==> src/rtl/uram_stream_reader_if.sv <==
// ---------------------------------------------------------------------------
// uram_stream_reader_if
//
// Purpose: valid/ready word stream with an end-of-job marker, as produced by
// uram_stream_reader and consumed by any downstream block.
//
// Signals:
//   valid  word available (driven by master)
//   ready  consumer accepts the word this cycle (driven by slave)
//   data   DATA_WIDTH stream word (driven by master)
//   last   final word of the job, qualified by valid (driven by master)
// ---------------------------------------------------------------------------
interface uram_stream_reader_if #(
    parameter int DATA_WIDTH = 32
);
    logic                  valid;
    logic                  ready;
    logic [DATA_WIDTH-1:0] data;
    logic                  last;

    modport master (
        output valid,
        output data,
        output last,
        input  ready
    );

    modport slave (
        input  valid,
        input  data,
        input  last,
        output ready
    );
endinterface

==> src/rtl/uram_stream_reader.sv <==
// ---------------------------------------------------------------------------
// uram_stream_reader
//
// Purpose: read-side master for the dual-port URAM. Accepts a (base, length)
// job, issues one read per cycle on RAM port B while capture-FIFO credit is
// available, and replays the returned words as a valid/ready stream with a
// last flag. The RAM read path cannot stall, so issue is throttled by credit
// instead of by downstream ready.
//
// Ports:
//   clk, rst       single clock, synchronous active-high reset
//   start          job request, sampled only while idle
//   base_addr      first word address of the job
//   length         words to read (0 = empty job, done pulse only)
//   busy           job in progress
//   done           one-cycle pulse at job completion
//   rd_addr_vld    read strobe to RAM port B
//   rd_addr        read address to RAM port B
//   rd_data_vld    read data valid from RAM (RD_LATENCY after rd_addr_vld)
//   rd_data        read data from RAM
//   m              output stream (valid/ready/data/last), master side
// ---------------------------------------------------------------------------
module uram_stream_reader #(
    parameter int DATA_WIDTH = 32,
    parameter int ADDR_WIDTH = 14,
    parameter int RD_LATENCY = 3,
    parameter int FIFO_DEPTH = 8
) (
    input  logic                  clk,
    input  logic                  rst,
    input  logic                  start,
    input  logic [ADDR_WIDTH-1:0] base_addr,
    input  logic [ADDR_WIDTH:0]   length,
    output logic                  busy,
    output logic                  done,
    output logic                  rd_addr_vld,
    output logic [ADDR_WIDTH-1:0] rd_addr,
    input  logic                  rd_data_vld,
    input  logic [DATA_WIDTH-1:0] rd_data,
    uram_stream_reader_if.master  m
);

    localparam int PTR_W = $clog2(FIFO_DEPTH);
    localparam int CNT_W = PTR_W + 1;
    localparam int IGN_W = $clog2(RD_LATENCY + 1);
    localparam logic [CNT_W:0] DEPTH_U = FIFO_DEPTH[CNT_W:0];

    typedef enum logic [1:0] {
        IDLE,
        ISSUE,
        DRAIN
    } state_t;

    state_t                  state;
    logic [ADDR_WIDTH-1:0]   cur_addr;
    logic [ADDR_WIDTH:0]     remaining;
    logic [ADDR_WIDTH:0]     job_len;
    logic [ADDR_WIDTH:0]     out_cnt;
    logic [CNT_W-1:0]        inflight;
    logic [CNT_W-1:0]        fifo_count;
    logic [PTR_W-1:0]        wr_ptr;
    logic [PTR_W-1:0]        rd_ptr;
    logic [DATA_WIDTH-1:0]   mem [FIFO_DEPTH];
    logic [IGN_W-1:0]        ign_cnt;

    logic [CNT_W:0]          used;
    logic                    has_credit;
    logic                    issue;
    logic                    rd_accept;
    logic                    fifo_pop;

    // Every issued read owns a FIFO slot until its word is popped, so the
    // FIFO can never be written while full.
    assign used        = {1'b0, fifo_count} + {1'b0, inflight};
    assign has_credit  = (used < DEPTH_U);
    assign issue       = (state == ISSUE) && has_credit;
    assign rd_addr_vld = issue;
    assign rd_addr     = cur_addr;
    assign busy        = (state != IDLE);

    // The RAM valid pipeline is not reset; returns during the ignore window
    // belong to reads from before reset and are dropped.
    assign rd_accept   = rd_data_vld && (ign_cnt == '0);

    assign fifo_pop    = m.valid && m.ready;
    assign m.valid     = (fifo_count != '0);
    assign m.data      = m.valid ? mem[rd_ptr] : '0;
    assign m.last      = m.valid && (out_cnt == job_len - 1'b1);

    // Job sequencing: latch the job, walk the address, and finish once the
    // beat flagged last has been taken by the consumer.
    always_ff @(posedge clk) begin
        if (rst) begin
            state     <= IDLE;
            cur_addr  <= '0;
            remaining <= '0;
            job_len   <= '0;
            out_cnt   <= '0;
            done      <= 1'b0;
        end else begin
            done <= 1'b0;
            if (fifo_pop) begin
                out_cnt <= out_cnt + 1'b1;
            end
            case (state)
                IDLE: begin
                    if (start) begin
                        if (length == '0) begin
                            done <= 1'b1;
                        end else begin
                            cur_addr  <= base_addr;
                            remaining <= length;
                            job_len   <= length;
                            out_cnt   <= '0;
                            state     <= ISSUE;
                        end
                    end
                end
                ISSUE: begin
                    if (issue) begin
                        cur_addr  <= cur_addr + 1'b1;
                        remaining <= remaining - 1'b1;
                        if (remaining == {{ADDR_WIDTH{1'b0}}, 1'b1}) begin
                            state <= DRAIN;
                        end
                    end
                end
                DRAIN: begin
                    if (fifo_pop && m.last) begin
                        done  <= 1'b1;
                        state <= IDLE;
                    end
                end
                default: state <= IDLE;
            endcase
        end
    end

    // Credit bookkeeping, FIFO pointers and the post-reset ignore window.
    always_ff @(posedge clk) begin
        if (rst) begin
            inflight   <= '0;
            fifo_count <= '0;
            wr_ptr     <= '0;
            rd_ptr     <= '0;
            ign_cnt    <= IGN_W'(RD_LATENCY);
        end else begin
            if (ign_cnt != '0) begin
                ign_cnt <= ign_cnt - 1'b1;
            end
            case ({issue, rd_accept})
                2'b10:   inflight <= inflight + 1'b1;
                2'b01:   inflight <= inflight - 1'b1;
                default: inflight <= inflight;
            endcase
            case ({rd_accept, fifo_pop})
                2'b10:   fifo_count <= fifo_count + 1'b1;
                2'b01:   fifo_count <= fifo_count - 1'b1;
                default: fifo_count <= fifo_count;
            endcase
            if (rd_accept) begin
                wr_ptr <= wr_ptr + 1'b1;
            end
            if (fifo_pop) begin
                rd_ptr <= rd_ptr + 1'b1;
            end
        end
    end

    // FIFO storage needs no reset; m.data is gated by the entry count.
    always_ff @(posedge clk) begin
        if (!rst && rd_accept) begin
            mem[wr_ptr] <= rd_data;
        end
    end

    // A write into a full FIFO means the credit accounting is broken.
    always_ff @(posedge clk) begin
        if (!rst) begin
            assert (!(rd_accept && ({1'b0, fifo_count} == DEPTH_U)));
        end
    end

endmodule

==> src/flat_wrapper.sv <==
// flat-port wrapper written by rule: the top's interface ports become plain ports
module uram_stream_reader_flat 
#(
    parameter int DATA_WIDTH = 32,
    parameter int ADDR_WIDTH = 14,
    parameter int RD_LATENCY = 3,
    parameter int FIFO_DEPTH = 8
)
  (clk, rst, start, base_addr, length, busy, done, rd_addr_vld, rd_addr, rd_data_vld, rd_data, m_valid, m_data, m_last, m_ready);
  uram_stream_reader_if #(.DATA_WIDTH(DATA_WIDTH)) m_i ();
  input  logic clk;
  input  logic rst;
  input  logic start;
  input  logic [ADDR_WIDTH-1:0] base_addr;
  input  logic [ADDR_WIDTH:0] length;
  output logic busy;
  output logic done;
  output logic rd_addr_vld;
  output logic [ADDR_WIDTH-1:0] rd_addr;
  input  logic rd_data_vld;
  input  logic [DATA_WIDTH-1:0] rd_data;
  output wire logic [$bits(m_i.valid)-1:0] m_valid;
  output wire logic [$bits(m_i.data)-1:0] m_data;
  output wire logic [$bits(m_i.last)-1:0] m_last;
  input wire logic [$bits(m_i.ready)-1:0] m_ready;
  assign m_valid = m_i.valid;
  assign m_data = m_i.data;
  assign m_last = m_i.last;
  assign m_i.ready = m_ready;
  uram_stream_reader #(.DATA_WIDTH(DATA_WIDTH), .ADDR_WIDTH(ADDR_WIDTH), .RD_LATENCY(RD_LATENCY), .FIFO_DEPTH(FIFO_DEPTH)) u_core (.clk(clk), .rst(rst), .start(start), .base_addr(base_addr), .length(length), .busy(busy), .done(done), .rd_addr_vld(rd_addr_vld), .rd_addr(rd_addr), .rd_data_vld(rd_data_vld), .rd_data(rd_data), .m(m_i));
endmodule
==> config.mk <==
export PLATFORM = sky130hd
export DESIGN_NAME = uram_stream_reader_flat
export DESIGN_NICKNAME = d
export VERILOG_FILES = /design/src/rtl/uram_stream_reader_if.sv /design/src/rtl/uram_stream_reader.sv /design/src/flat_wrapper.sv
export SDC_FILE = /design/constraint.sdc
export NUM_CORES = 1
export LEC_CHECK = 0
export ABC_AREA = 1
export CAP_MARGIN = 20
export CORE_UTILIZATION = 50
export DETAILED_ROUTE_END_ITERATION = 8
export PLACE_DENSITY = 0.71
export SLEW_MARGIN = 40
export SYNTH_ARGS = -nofsm -noshare
export SYNTH_HDL_FRONTEND = slang
export SYNTH_SLANG_ARGS = --single-unit
==> constraint.sdc <==
create_clock -name clk -period 4.6 [get_ports clk]
set_clock_uncertainty 0.1 [all_clocks]
set_input_delay 0.92 -clock clk [delete_from_list [all_inputs] [get_ports clk]]
set_output_delay 0.92 -clock clk [all_outputs]
set_load 0.02 [all_outputs]
==> results.txt, run 1 <==
----------------------------------------------------
[Outcome]
  Run status ... finished, final reports clean

[Global route]
  Wire length of the first global-routing pass ... around 53 mm
  GR Util met1 ... between 30% and 40%
  Number of antenna violations at the first check in global routing ... 0
  GRT met3 Usage ... about 3.9%
  Overflow after GRT ... 0
  Global routing met2 resource utilization ... between 30% and 40%
  Grt peak-use layer ... met2
  Pin count of the biggest net entering global routing ... between 70 and 80
  Number of global-route vias before repair ... a little over 10000
  Total track usage ... roughly 22%

[Critical path]
  Critical path's most frequent cell ... o21ai_0
  Cells traversed along the worst timing path ... clkinv_2 -> buf_4 -> o21ai_0 -> o22ai_1 -> o21ai_0 -> a31oi_1 -> clkdlybuf4s50_1
  Startpoint of the worst-slack reg-to-reg timing path ... u_core.fifo_count[2]
  CP Capture Type ... output pin
  Type of the worst setup path ... flip-flop to output pin
  Reg2Reg Depth ... 12
  Worst Path Max Fanout ... 75
  Data arrival time at the worst-slack endpoint ... 3.13 ns
  Delay contributed by the slowest stage of the critical path ... 0.66 ns
  R2R Path End ... u_core.fifo_count[3]
  Slack of the worst reg-to-reg path ... 1.55 ns
  Data required time at the worst endpoint ... around 3.6 ns
  Critical-path top delay cell ... clkdlybuf4s50_1
  Startpoint type of the worst setup path ... flip-flop

[Clock network]
  CTS sink count ... 337
  Root buffer cell ... clkbuf_16
  TritonCTS clock tree ... done
  Post-CTS Resized ... 0
  Number of hold buffers added after cts ... 0
  Clock insertion delay at the later pin of the skew report ... 0.51 ns
  Number of buffers created by CTS ... 36
  CTS clk-pin slew, worst paths ... approximately 0.060 ns
  Number of levels the H-tree was split into ... 2
  Number of setup buffers added after CTS ... 0
  Clock tree buffer depth ... 3

[Floorplan]
  Die Y ... approximately 170 microns
  Width of the die ... ~170 microns
  Standard cell core area ... slightly below 30000 sq um
  Boundary pin count ... 117
  Row Count ... 62
  Die Footprint ... between 30000 and 40000 sq um
  Starting Density ... between 50% and 60%

[STA]
  Number of hold-slack violations in the final timing report ... 0
  Slack of the critical path ... ~0.45 ns
  Minimum hold slack ... 0.358 ns
  Setup repair after global routing missed its margin ... false
  Tightest slew margin relative to the limit ... 45.0%
  Transition time at the pin with the least slew margin ... between 0.8 and 0.9 ns
  Final Setup Violations ... 0
  Fmax achieved ... 241 MHz
  Setup total negative slack ... 0 ns
  Shortest clock period the worst path allows after layout ... 4.15 ns
  Total count of max-transition violations in the final report ... 0
  Portion of the clock cycle consumed by the worst path in the final layout ... between 90% and 100%

[Drt]
  Vias ... approximately 11000
  Per-cell routed wire length ... 17.1 microns
  Remaining number of nets flagged by the antenna check after routing ... 0
  DRC ... 0
  Drt first pass iters ... 7
  Post-detailed-route via-to-cell ratio ... ~5.5
  Routed WL ... about 33 mm
  Violation count after the first detailed-routing iteration ... between 1000 and 1500

[Synth]
  Post-Syn Instances ... about 1400
  Top cell type's share of synthesized area ... between 50% and 60%
  Register bit total from synthesis ... roughly 340
  Sequential fraction of the synthesis area ... 63.2%
  Post-Synthesis Net Count ... between 1500 and 2000
  Mean instance size in the synthesized netlist ... approximately 10 sq um
  Cell types with the largest area share after synthesis ... edfxtp_1 52%, dfxtp_1 11%, o21ai_0 7.4%, nor2_1 7.2%, nand2_1 4.0%
  Synth area leader ... edfxtp_1
  Synth warn ... 0
  Total standard cell area after synthesis ... roughly 15000 sq um
  Number of distinct library cells after synthesis ... 43

[Hold path]
  Number of stages on the worst hold path ... 1
  Worst hold path endpoint ... u_core.inflight[0]
  Kind of path behind the tightest hold check ... flip-flop to flip-flop
  Critical hold path startpoint ... u_core.inflight[0]

[Power and ir drop]
  Clk pwr share ... 28.3%
  Sw power ... about 3.3 mW
  Lkg Pwr ... just over 6 nW
  Switching part of the total power ... 34.8%
  Fraction of power consumed by sequential logic ... a little under two fifths
  Share of power burned in combinational logic ... between 30% and 40%
  Max rail drop VDD ... between 0.3 and 0.4 mV
  Internal ... approximately 6.1 mW
  Power per Cell Area ... ~540 nW/um^2

[Final layout]
  Net total in the final layout ... about 1600
  Fill count ... about 2300
  Fraction of the core area covered by cells at the end of the flow ... 60.3%
  Fraction of final layout cells with drive strength greater than 1 ... 7.68%
  Total inserted antenna cells ... 0
  Area growth from synthesis to layout ... 18.2%

[Placement]
  Setup slack at placement ... a little under 1 ns
  Port Buf Inserts ... approximately 120
  Total half-perimeter wirelength after legalization and detailed placement ... 20.0 mm
  RD Place Congestion ... 0.854

[Job]
  Max-capacitance violation count ... 0

----------------------------------------------------
-- layout by cell type, fill, tap and decap left out, types with 4 or more instances in the layout --
cell type        count
clkinv_1             8
nor3_1               4
xor2_1              15
inv_1               78
nand2_1            158
ha_1                17
clkdlybuf4s50_1    116
inv_2               11
nor2_1             275
nor2_4              16
a31oi_1             41
o22ai_1             34
edfxtp_1           256
dfxtp_1             79
o211ai_1             6
nor3_2               5
xnor2_1             12
nand3_1             34
clkinv_2             4
nor2_2               4
nand3b_1             5
buf_4               19
o21ai_0            219
a21oi_1             62
clkbuf_1            11
a211oi_1             7
clkbuf_16           36
-- final cells by class --
| type | count | area (sq um) | share of cell area [%] |
|---|---|---|---|
| clock inverter | 14 | 104 | 0.596 |
| multi-input combinational | 946 | 4840 | 27.8 |
| sequential | 337 | 9310 | 53.5 |
| clock buffer | 49 | 970 | 5.57 |
| tap | 384 | 480 | 2.76 |
| timing repair buffer | 138 | 1360 | 7.83 |
| inverter | 91 | 343 | 1.97 |
-- power by group through the flow --
| stage | clock (mW) | sequential [mW] | combinational [mW] |
|---|---|---|---|
| floorplan | 0 | 3.56 | 2.06 |
| global placement | 0 | 3.63 | 3.07 |
| detailed placement | 0 | 3.64 | 3.14 |
| CTS | 2.69 | 3.57 | 3.16 |
| global route | 2.82 | 3.60 | 3.49 |
| finish | 2.66 | 3.58 | 3.17 |
-- how the worst max path moves through the flow --
stage,startpoint,endpoint,slack (ns),cells after the start
after floorplan,rst,u_core.mem[6][0],0.50,4
after global placement,flip-flop,m_data[1],1.05,7
after detailed placement,flip-flop,m_data[11],0.98,7
after CTS,flip-flop,m_data[11],0.43,7
after global routing,flip-flop,m_data[14],0.25,7
final,flip-flop,m_data[11],0.45,7
-- through the flow --
stage	instance area (sq um)	power, mW	instances
after floorplan	14700	5.62	1445
after global placement	16300	6.71	1896
after detailed placement	16300	6.78	1896
after CTS	17400	9.43	1959
after global routing	17400	9.91	1959
final	17400	9.40	1959
-- cells by family after synthesis --
| kind of cell | synth area share (%) |
|---|---|
| xor+xnor | 1.76 |
| flops | 63.2 |
| buf+inv | 4.31 |
| fa+ha+maj | 1.72 |
| compound gates | 13.9 |
| simple gates | 15.2 |
-- cell usage after synthesis (all sizes together) --
master    n
a211oi    7
a21boi    1
a21oi    62
a221oi    1
a311oi    3
a31oi    41
and2      2
buf      21
clkbuf   50
clkinv    3
dfxtp    81
edfxtp  256
fa        2
ha       17
inv      88
nand2   164
nand3    37
nand3b    5
nand4     2
nor2    295
nor3      9
nor4      5
o211ai    6
o21ai   220
o21bai    2
o22ai    34
or2       3
xnor2    12
xnor3     1
xor2     15
-- sequential cells by signal (all words and copies together) (netlist names), named ones only --
signal             flops
u_core.state           2
u_core.fifo_count      4
u_core.rd_addr        14
u_core.ign_cnt         2
u_core.inflight        4
u_core.rd_ptr          3
u_core.remaining      15
u_core.out_cnt        15
u_core.done            1
u_core.wr_ptr          3
u_core.job_len        15
u_core.mem           256
-- metal layers --
metal / part of all wire, % / routed length, microns
met3: 6.9 / 2310
met5: 0 / 0
met2: 47 / 15600
met1: 45 / 14900
met4: 2.0 / 660
-- critical path: cells and delay by family, from the launching register on --
| family | cells | cell delay [ns] |
|---|---|---|
| compound gates | 4 | 0.71 |
| buf+inv | 3 | 1.35 |
| flops | 1 | 0.54 |
Note: power is estimated with default switching activity, not from simulation.
==> inputs of run 2 (changes only) <==
--- a/config.mk
+++ b/config.mk
@@ -7,9 +7,9 @@
 export LEC_CHECK = 0
 export ABC_AREA = 1
 export CAP_MARGIN = 20
-export CORE_UTILIZATION = 50
+export CORE_UTILIZATION = 25
 export DETAILED_ROUTE_END_ITERATION = 8
-export PLACE_DENSITY = 0.71
+export PLACE_DENSITY = 0.42
 export SLEW_MARGIN = 40
 export SYNTH_ARGS = -nofsm -noshare
 export SYNTH_HDL_FRONTEND = slang
==> results.txt, run 2 (same netlist as run 1, synthesis figures left out) <==
----------------------------------------------------
[Floorplan]
  Standard cell core area ... 57900 sq um (+100%)
  Boundary pin count ... 117 (unchanged)
  Die Footprint ... 59900 sq um (+99%)
  Die Y ... 245 microns (+41%)
  Width of the die ... 245 microns (+41%)
  Starting Density ... 25.4% (-26 points)
  Row Count ... 88 (+42%)

[Global route]
  Number of antenna violations at the first check in global routing ... 1 (+1)
  Number of global-route vias before repair ... 10500 (+3.5%)
  Pin count of the biggest net entering global routing ... 101 (+33%)
  Total track usage ... 13.2% (-9.0 points)
  Wire length of the first global-routing pass ... 61.3 mm (+15%)
  Overflow after GRT ... 0 (unchanged)

[Critical path]
  Reg2Reg Depth ... 13 (+1)
  CP Capture Type ... output pin
  Worst Path Max Fanout ... 88 (+17%)
  Startpoint type of the worst setup path ... flip-flop
  Type of the worst setup path ... flip-flop to output pin
  Delay contributed by the slowest stage of the critical path ... 0.67 ns (about the same)
  Data required time at the worst endpoint ... 3.58 ns (about the same)
  Slack of the worst reg-to-reg path ... 1.31 ns (-0.24 ns)
  End point of the critical path ... m_data[31]
  Critical path's most frequent cell ... o21ai_0
  Cells traversed along the worst timing path ... clkinv_2 -> buf_12 -> o21ai_0 -> o22ai_1 -> o21ai_0 -> a31oi_1 -> clkdlybuf4s50_1
  Startpoint of the worst-slack reg-to-reg timing path ... u_core.state[0]
  Critical-path top delay cell ... clkdlybuf4s50_1
  Data arrival time at the worst-slack endpoint ... 3.16 ns (+0.03 ns)
  R2R Path End ... u_core.inflight[3]

[Clock network]
  CTS sink count ... 337 (unchanged)
  Post-CTS Resized ... 0 (unchanged)
  Number of buffers created by CTS ... 40 (+11%)
  Number of levels the H-tree was split into ... 2 (unchanged)
  CTS clk-pin slew, worst paths ... 0.06 ns (about the same)
  Clock insertion delay at the later pin of the skew report ... 0.56 ns (+0.05 ns)
  Number of hold buffers added after cts ... 0 (unchanged)
  Number of setup buffers added after CTS ... 0 (unchanged)
  Root buffer cell ... clkbuf_16
  TritonCTS clock tree ... done
  Clock tree buffer depth ... 3 (unchanged)

[Power and ir drop]
  Lkg Pwr ... 6.27 nW (+2.1%)
  Total power ... 10.0 mW (+6.6%)
  Power per Cell Area ... 550 nW/um^2 (+2.0%)
  Fraction of power consumed by sequential logic ... 35.6% (-2.4 points)
  Clk pwr share ... 31.6% (+3.3 points)
  Sw power ... 3.52 mW (+7.7%)
  Max rail drop VDD ... 0.274 mV (-28%)
  Share of power burned in combinational logic ... 32.8% (-0.9 points)
  Internal ... 6.49 mW (+5.9%)
  Switching part of the total power ... 35.2% (+0.37 points)

[Final layout]
  Most frequent standard cell in the layout excluding fill and tap cells ... nor2_1
  Fraction of final layout cells with drive strength greater than 1 ... 8.03% (+0.35 points)
  Most flops, register ... u_core.mem
  Total inserted antenna cells ... 0 (unchanged)
  Max FFs per register ... 256 (unchanged)
  Fill count ... 6030 (+160%)
  Most frequent cells in the layout ... 275 x nor2_1, 256 x edfxtp_1, 219 x o21ai_0, 158 x nand2_1, 116 x clkdlybuf4s50_1
  Area growth from synthesis to layout ... 23.5%
  Net total in the final layout ... 1638 (+0.18%)

[Drt]
  Vias ... 10600 (-2.8%)
  Routed WL ... 39.5 mm (+18%)
  Post-detailed-route via-to-cell ratio ... 4.50 (-19%)
  Violation count after the first detailed-routing iteration ... 599 (-45%)
  Highest Signal Layer ... met5
  Drt first pass iters ... 4 (-3)
  Wl on met1 ... 18.9 mm (+27%)
  Per-cell routed wire length ... 16.8 microns (-1.4%)
  Amount of wire on met3 after detailed routing ... 1.73 mm (-25%)
  Remaining number of nets flagged by the antenna check after routing ... 0 (unchanged)
  DRC ... 0 (unchanged)
  Metal2 WL ... 18.0 mm (+16%)

[STA]
  Shortest clock period the worst path allows after layout ... 4.18 ns (+0.0274 ns)
  Final Setup Violations ... 0 (unchanged)
  Tightest slew margin relative to the limit ... 56.4% (+11 points)
  Fmax achieved ... 239 MHz (-0.66%)
  Portion of the clock cycle consumed by the worst path in the final layout ... 90.8% (+0.60 points)
  Total count of max-transition violations in the final report ... 0 (unchanged)
  Setup repair after global routing missed its margin ... false
  Number of hold-slack violations in the final timing report ... 0 (unchanged)
  Transition time at the pin with the least slew margin ... 0.655 ns (-0.169 ns)
  Setup total negative slack ... 0 ns (unchanged)

[Placement]
  Port Buf Inserts ... 116 (unchanged)
  RD Place Congestion ... 0.760 (-11%)
  Total half-perimeter wirelength after legalization and detailed placement ... 23.0 mm (+15%)

[Hold path]
  Kind of path behind the tightest hold check ... flip-flop to flip-flop

[Outcome]
  Run status ... finished, final reports clean

[Job]
  Max-capacitance violation count ... 0 (unchanged)

----------------------------------------------------
==> run 2: changes by cell type in the layout (fill, tap and decap cells not counted), sizes merged <==
cell and delta:
clkinv -1, inv -1, clkbuf +8, buf -1, bufinv +2, clkinvlp -1
==> run 2: worst min path at each step <==
stage / startpoint / end / slack (ns) / depth (start not counted)
final: u_core.inflight[0] / u_core.inflight[0] / 0.36 / 1
after detailed placement: u_core.inflight[0] / u_core.inflight[0] / 0.35 / 1
after CTS: u_core.inflight[0] / u_core.inflight[0] / 0.36 / 1
after global routing: u_core.rd_ptr[0] / u_core.rd_ptr[0] / 0.40 / 1
after global placement: u_core.inflight[0] / u_core.inflight[0] / 0.34 / 1
after floorplan: u_core.inflight[0] / u_core.inflight[0] / 0.32 / 1
==> run 2: critical path: cells and delay by family (launching register included) <==
kind,cells,cell delay [ns]
buf+inv,3,1.40
compound gates,4,0.69
flops,1,0.45
==> run 2: layer usage <==
| metal | vias to the layer above | GRT usage (%) |
|---|---|---|
| li1 | 5259 | - |
| met1 | 5051 | 17.6 |
| met2 | 195 | 21.3 |
| met3 | 51 | 2.78 |
| met4 | 2 | 3.79 |
| met5 | - | 0 |
==> run 2: per-stage QoR <==
step | util [%] | setup WS (ns) | hold slack [ns] | instances | area (sq um)
2_1_floorplan | - | 0.500 | 0.322 | 1445 | 14700
3_3_place_gp | 29.2 | 0.988 | 0.340 | 2276 | 16900
3_5_place_dp | 29.2 | 0.989 | 0.348 | 2276 | 16900
4_1_cts | 31.4 | 0.370 | 0.361 | 2346 | 18200
5_1_grt | 31.4 | 0.197 | 0.400 | 2346 | 18200
6_report | 31.4 | 0.422 | 0.364 | 2346 | 18200
==> run 2: area by class of cell <==
cell class	instances	area (sq um)	area share, %
tap	765	957	5.26
sequential	337	9310	51.2
multi-input combinational	946	4840	26.6
inverter	91	343	1.88
timing repair buffer	137	1430	7.87
clock inverter	13	195	1.07
clock buffer	57	1120	6.13
==> run 2: power groups by stage <==
stage	Sequential (mW)	Clock [mW]	Combinational, mW
final	3.57	3.16	3.28
after global routing	3.60	3.38	3.67
after CTS	3.57	3.28	3.35
after detailed placement	3.63	0	3.34
after global placement	3.63	0	3.32
after floorplan	3.56	0	2.06
==> patch (settings of run 2) <==
The 3 states of `state_t` get a one-hot encoding in 3 bits.
--- a/src/rtl/uram_stream_reader.sv
+++ b/src/rtl/uram_stream_reader.sv
@@ -45,10 +45,10 @@
     localparam int IGN_W = $clog2(RD_LATENCY + 1);
     localparam logic [CNT_W:0] DEPTH_U = FIFO_DEPTH[CNT_W:0];
 
-    typedef enum logic [1:0] {
-        IDLE,
-        ISSUE,
-        DRAIN
+    typedef enum logic [2:0] {
+        IDLE  = 3'b001,
+        ISSUE = 3'b010,
+        DRAIN = 3'b100
     } state_t;
 
     state_t                  state;
Behaviour: same outputs for any inputs over 4 cycles, from zero or initial values and one cycle with rst high; so few cycles prove little.
==> patch against run 2 <==
Area after synthesis rose by 0.60%. Sequential cell count is 1 higher. Non-clock buffer count grew 4. Sequential share of layout area decreased by 0.37 points. Total power increased by 11%. Worst setup slack improved by 110 ps. Utilization increased by 0.18 points. Routed wire length grew 0.58%. Final area increased by 0.94%. Final cell count grew 0.47%. Sequential power is 3% higher. Critical path type unchanged. Largest cell class unchanged.
==> patch: results (changes against run 2) <==
| Metric | Value |
|---|---|
| Status | `finished, final reports clean` |
| R2R depth | `14 (+1)` |
| DP Area | `16940 µm² (+0.32%)` |
| Signal buffers | `141 (+2.9%)` |
| Final GP Congestion | `0.7611 (+0.20%)` |
| Clock Buffer Count | `50 (-12%)` |
| Syn Area/Cell | `10.23 µm² (+0.39%)` |
| Worst Hold Depth | `2 (+1)` |
| DP Worst Slack | `1038 ps (+49.20 ps)` |
| Worst r2r dst | `u_core.fifo_count[3]` |
| Worst r2r src | `u_core.fifo_count[1]` |
| Multi-Input Combinational | `937 (-0.95%)` |
| Critical Path Sink | `m_data[3]` |
| Global-route wire length before repair | `61.67 mm (+0.60%)` |
| Slew HR | `53.59% (-2.8 points)` |
| Compound-Gate Fraction of Synth Area | `13.52% (-0.34 points)` |
| Xor/xnor share of the synthesized area | `2.060% (+0.30 points)` |
| Seq/total area | `50.81% (-0.37 points)` |
| Synthesized net count | `1533 (+0.20%)` |
| Critical Path AT | `3040 ps (-120 ps)` |
| Drt pass-1 iters | `5 (+1)` |
| Share of layout cells above drive strength 1 | `9.422% (+1.4 points)` |
| Final Critical Period | `4064 ps (-113.7 ps)` |
| Largest net degree at the start of global routing | `129 (+28%)` |
| Register area share after synthesis | `62.96% (-0.24 points)` |
| P_leak | `6.449 nW (+2.9%)` |
| Drt wl/cell | `16.87 µm (+0.11%)` |
| CP Max Fanout | `63 (-28%)` |
[patch: cell types whose count changed in the layout (fill, tap and decap cells not counted), sizes merged, moves of 4 or more]
cell    before  now
clkinv      12   21
o21ai      220  228
nor3         9   13
clkbuf      57   50
nor2       295  282
or2          3    8
xor2        15   23
inv         89   98
nand2      164  147
buf         21   25
nand4        2   10
a211oi       7    3
[patch: power by group]
part / total [mW] / internal (mW) / switching (mW)
Clock: 3.39 / 2.07 / 1.33
Sequential: 3.68 / 3.48 / 0.196
Combinational: 4.05 / 1.47 / 2.58
[patch: layer usage]
metal	up-vias	track usage, %	wire, µm	share of wire, %
li1	5280	-	-	-
met1	5003	18.00	19370	49
met2	191	21.18	17870	45
met3	62	2.805	1718	4.3
met4	2	3.562	786	2.0
met5	-	0	11	0.028
[patch: critical path, cell delays in order, from the launching register on]
cell and delay, ps:
dfxtp_4 350, clkinv_2 290, buf_12 330, o21ai_0 190, o22ai_1 160, o21ai_0 90
a31oi_1 370, clkdlybuf4s50_1 680
